`src/rtl/fd_queue.sv`:
```
// Fetch-to-decode instruction queue: DEPTH-entry circular FIFO carrying
// {instr, pc, pcplus4, arm}, with a NOP bubble on the outputs when empty.
module fd_queue #(
  parameter int               XLEN      = 32,
  parameter int               DEPTH     = 4,
  parameter logic [XLEN-1:0]  NOP_INSTR = 32'h00000013
) (
  input  logic                         clk,
  input  logic                         rst,
  input  logic                         flush,
  input  logic                         enq_valid,
  output logic                         enq_ready,
  input  logic [XLEN-1:0]              enq_instr,
  input  logic [XLEN-1:0]              enq_pc,
  input  logic [XLEN-1:0]              enq_pcplus4,
  input  logic                         enq_arm,
  output logic                         deq_valid,
  input  logic                         deq_ready,
  output logic [XLEN-1:0]              deq_instr,
  output logic [XLEN-1:0]              deq_pc,
  output logic [XLEN-1:0]              deq_pcplus4,
  output logic                         deq_arm,
  output logic [$clog2(DEPTH+1)-1:0]   count,
  output logic                         full,
  output logic                         empty,
  output logic                         ovf
);

  localparam int AW = $clog2(DEPTH);
  localparam int CW = $clog2(DEPTH+1);

  logic [XLEN-1:0] instr_mem_r   [DEPTH];
  logic [XLEN-1:0] pc_mem_r      [DEPTH];
  logic [XLEN-1:0] pcplus4_mem_r [DEPTH];
  logic            arm_mem_r     [DEPTH];

  logic [AW-1:0] wr_ptr_r;
  logic [AW-1:0] rd_ptr_r;
  logic [CW-1:0] count_r;
  logic [CW-1:0] count_nxt_s;
  logic          ovf_r;
  logic          full_s;
  logic          empty_s;
  logic          enq_fire_s;
  logic          deq_fire_s;

  assign full_s     = (count_r == CW'(DEPTH));
  assign empty_s    = (count_r == {CW{1'b0}});
  assign enq_fire_s = enq_valid & ~full_s & ~flush;
  assign deq_fire_s = ~empty_s & deq_ready & ~flush;

  assign enq_ready = ~full_s;
  assign deq_valid = ~empty_s;
  assign full      = full_s;
  assign empty     = empty_s;
  assign count     = count_r;
  assign ovf       = ovf_r;

  // Occupancy next-state; a simultaneous enq and deq leaves it unchanged.
  always_comb begin
    count_nxt_s = count_r;
    case ({enq_fire_s, deq_fire_s})
      2'b10:   count_nxt_s = count_r + CW'(1);
      2'b01:   count_nxt_s = count_r - CW'(1);
      default: count_nxt_s = count_r;
    endcase
  end

  // Pointer, occupancy and sticky overflow state; flush dominates any fire.
  always_ff @(posedge clk or negedge rst) begin
    if (!rst) begin
      wr_ptr_r <= {AW{1'b0}};
      rd_ptr_r <= {AW{1'b0}};
      count_r  <= {CW{1'b0}};
      ovf_r    <= 1'b0;
    end else begin
      if (flush) begin
        wr_ptr_r <= {AW{1'b0}};
        rd_ptr_r <= {AW{1'b0}};
        count_r  <= {CW{1'b0}};
      end else begin
        if (enq_fire_s) wr_ptr_r <= wr_ptr_r + AW'(1);
        if (deq_fire_s) rd_ptr_r <= rd_ptr_r + AW'(1);
        count_r <= count_nxt_s;
      end
      if (enq_valid && full_s && !flush) ovf_r <= 1'b1;
    end
  end

  // Entry storage is intentionally unreset; it is only visible when non-empty.
  always_ff @(posedge clk) begin
    if (enq_fire_s) begin
      instr_mem_r[wr_ptr_r]   <= enq_instr;
      pc_mem_r[wr_ptr_r]      <= enq_pc;
      pcplus4_mem_r[wr_ptr_r] <= enq_pcplus4;
      arm_mem_r[wr_ptr_r]     <= enq_arm;
    end
  end

  // Head presentation straight from storage, bubble values when empty.
  always_comb begin
    deq_instr   = NOP_INSTR;
    deq_pc      = {XLEN{1'b0}};
    deq_pcplus4 = {XLEN{1'b0}};
    deq_arm     = 1'b0;
    if (empty_s) begin
      deq_instr   = NOP_INSTR;
      deq_pc      = {XLEN{1'b0}};
      deq_pcplus4 = {XLEN{1'b0}};
      deq_arm     = 1'b0;
    end else begin
      deq_instr   = instr_mem_r[rd_ptr_r];
      deq_pc      = pc_mem_r[rd_ptr_r];
      deq_pcplus4 = pcplus4_mem_r[rd_ptr_r];
      deq_arm     = arm_mem_r[rd_ptr_r];
    end
  end

endmodule

```
`config.mk`:
```
export PLATFORM = sky130hd
export DESIGN_NAME = fd_queue
export DESIGN_NICKNAME = d
export VERILOG_FILES = /design/src/rtl/fd_queue.sv
export SDC_FILE = /design/constraint.sdc
export NUM_CORES = 1
export LEC_CHECK = 0
export ABC_CLOCK_PERIOD_IN_PS = 5420
export BUFFER_PORTS_ARGS = -buffer_cell sky130_fd_sc_hd__buf_4
export CAP_MARGIN = 15
export CELL_PAD_IN_SITES_DETAIL_PLACEMENT = 0
export CELL_PAD_IN_SITES_GLOBAL_PLACEMENT = 1
export CORE_ASPECT_RATIO = 0.9
export CORE_MARGIN = 2
export CORE_UTILIZATION = 33
export CTS_BUF_LIST = sky130_fd_sc_hd__clkbuf_2
export DETAILED_ROUTE_END_ITERATION = 6
export PLACE_DENSITY = 0.62
export RECOVER_POWER = 100
export REMOVE_ABC_BUFFERS = 1
export SYNTH_ARGS = -nofsm -noshare
export SYNTH_HDL_FRONTEND = slang
export SYNTH_SLANG_ARGS = --single-unit
```
`constraint.sdc`:
```
create_clock -name clk -period 5.42 [get_ports clk]
set_clock_uncertainty 0.15 [all_clocks]
set_input_delay 1.084 -clock clk [delete_from_list [all_inputs] [get_ports clk]]
set_output_delay 1.084 -clock clk [all_outputs]
set_load 0.01 [all_outputs]
```
==> impl_metrics.json <==
{
  "grt_setup_unrepaired": "false",
  "hpwl_um": 18000,
  "tightest_slew_ns": 3.12,
  "hold_path.class": "in2reg",
  "clkTransAtPathRegs_ns": 0.09,
  "cts_setup_buffers": 0,
  "yosys.area.top_type": "edfxtp_1",
  "core-area_um2": 45500,
  "cts_buffer_depth": 3,
  "cts_made_buffers": 102,
  "reg2reg_depth": 5,
  "syn_area_per_cell_um2": 22.2,
  "syn_area_um2": 15200,
  "dp_slack_ns": 1.88,
  "first_pass_iters": 4,
  "hold_start": "enq_valid",
  "slew_headroom_pct": -108,
  "crit_type": "reg2out",
  "rows": 74,
  "final_cell_mix": "edfxtp_1 (388), clkbuf_2 (156), clkbuf_1 (134), dlygate4sd3_1 (99), mux4_2 (97)",
  "syn_inst": 687,
  "areaGrowthSynthToFinish_pct": 23.8,
  "grt_start_max_net_pins": 98,
  "clk-insertion-delay-late_ns": 1.04,
  "ys_warn_count": 0,
  "die_width_um": 230,
  "finish.utilization_pct": 41.5,
  "drt-total-wl_um": 32800,
  "netlist.area_leader.share_pct": 76.5,
  "leakagePower_uw": 0.00620,
  "route.detailed.drc": 0,
  "grt_pass1_vias": 8775,
  "period_share_pct": 86.6,
  "finalWorstSetupSlack_ns": 0.729,
  "drv_cap": 5,
  "die_area_um2": 47900,
  "viasPerCell": 4.58,
  "crit_required_ns": 4.19,
  "num_vias": 8058,
  "grt_pass1_wl_um": 50500,
  "drtIter0Drc": 502,
  "post-route-min-period_ns": 4.69,
  "cts-root-buf": "clkbuf_2",
  "hold_end": "wr_ptr_r[1]",
  "layout_commonest_cell": "edfxtp_1",
  "cts_hold_buffers": 99,
  "setup_violations": 0,
  "powerDensity_nw_per_um2": 341,
  "place_congestion": 0.680,
  "io_buffer_count": 206,
  "grtUsageTotal_pct": 14.0,
  "r2r_setup_slack_ns": 1.01,
  "ctsHtreeMaxLevel": 3,
  "wl_per_cell_um": 18.6,
  "nFillCells": 4249,
  "num_io_pins": 207,
  "final_cells": 1761,
  "cp.arrival_ns": 3.46,
  "dp_cells": 1475,
  "crit_fanout": 38,
  "vdd_drop_max_uv": 151,
  "ys_seq_elements": 396,
  "violations": "max-capacitance violations, max-slew violations",
  "grt_overflow": 0,
  "seq_area_frac_synth_pct": 77.8,
  "hold_path_depth": 3,
  "die_h_um": 208,
  "rr_startpoint": "count[0]",
  "critPathCaptureType": "output pin",
  "antenna_found_initial": 6,
  "drive_above_1_share_pct": 29.9,
  "cts_tree": "built",
  "cp-start-kind": "register",
  "synth.area.top_cells": "edfxtp_1 (76%), mux4_2 (14%), and2_1 (4.1%)",
  "fin_nets": 1177,
  "slew_viol_final": 393,
  "status": "complete, but fails checks",
  "ctsResizeCount": 0,
  "finalHoldViolCount": 0,
  "cts.sinks": 396,
  "fmax_mhz": 213,
  "initial_core_util_pct": 33.5,
  "synth_cell_types": 35,
  "postRouteAntennaNets": 0,
  "r2r-end": "pcplus4_mem_r[2][28]"
}
==> routing by layer <==
metal  GRT usage (%)  share of wire [%]  routed length [um]
met1            17.8                 43               14100
met3            4.68                6.4                2090
met5               0              0.073                  24
met4            5.29                2.3                 746
met2            22.2                 48               15900
==> synthesized netlist by cell type, drive strengths merged <==
cell,instances
edfxtp,388
and2,99
mux4,97
buf,20
clkbuf,20
dfrtp,8
inv,7
a21oi,5
nand2b,5
ha,4
nand3,3
o21ai,3
or2,3
nand3b,2
nor2,2
o22ai,2
o31ai,2
or3,2
xor2,2
a2111oi,1
a211oi,1
a221oi,1
a311oi,1
a31oi,1
and4b,1
fa,1
nor3,1
nor3b,1
nor4,1
o311ai,1
or3b,1
xnor2,1
==> worst max-delay path by stage <==
stage               depth (start not counted)  slack [ns]         from      endpoint
floorplan                                   2       -0.53  rd_ptr_r[0]  deq_instr[0]
finish                                      4        0.73  rd_ptr_r[0]    deq_pc[23]
CTS                                         4        0.59  rd_ptr_r[0]    deq_pc[23]
global route                                4        0.26  rd_ptr_r[0]    deq_pc[23]
global placement                            4        1.87  rd_ptr_r[0]    deq_pc[23]
detailed placement                          4        1.88  rd_ptr_r[0]  deq_instr[2]
==> state kept, by name, summed over array words and instances, names as in the netlist <==
name and cells:
pcplus4_mem_r 128, rd_ptr_r 2, wr_ptr_r 2, arm_mem_r 4, ovf 1, count 3, pc_mem_r 128, instr_mem_r 128
==> cell type report <==
| class | instances | area [um2] | share of cell area [%] |
|---|---|---|---|
| diodes | 7 | 17.5 | 0.0929 |
| multi-input cells | 244 | 3160 | 16.8 |
| inverters | 7 | 26.3 | 0.139 |
| clock buffers | 150 | 751 | 3.98 |
| flip-flops and latches | 396 | 11900 | 62.9 |
| clock inverters | 30 | 118 | 0.624 |
| well taps | 608 | 761 | 4.03 |
| repair buffers | 319 | 2160 | 11.5 |
==> where the power goes <==
group          switching (uW)  internal (uW)  total, uW
clock network            1160            734       1900
logic                     494            503        998
registers                65.5           3470       3530
total                    1720           4700       6430
==> per-stage QoR <==
step | total power [uW] | setup TNS (ns) | area, um2 | hold WS [ns]
after floorplan | 4150 | -46.57 | 15000 | 0.353
after global placement | 4650 | 0 | 17600 | 0.317
after detailed placement | 4660 | 0 | 17600 | 0.313
after CTS | 6670 | 0 | 19400 | 0.0275
after global routing | 6800 | 0 | 18900 | 0.0566
final | 6430 | 0 | 18900 | 0.241
==> kinds of logic after synthesis <==
kind of cell               after synthesis  share of synthesized area (%)
adders and majority gates                5                          0.460
DFF                                    396                           77.8
xor gates and xnor gates                 3                          0.172
buffers and inverters                   47                           1.51
muxes                                   97                           14.3
and+or+nand+nor                        121                           4.97
AOI/OAI and AO/OA                       18                          0.764
==> worst max-delay path, cell delays in order, from the launching register on <==
cell and delay [ns]:
dfrtp_4 0.97, clkbuf_2 0.51, mux4_2 0.55, and2_0 0.20, buf_4 0.16
Power figures use the tool's default switching activity.
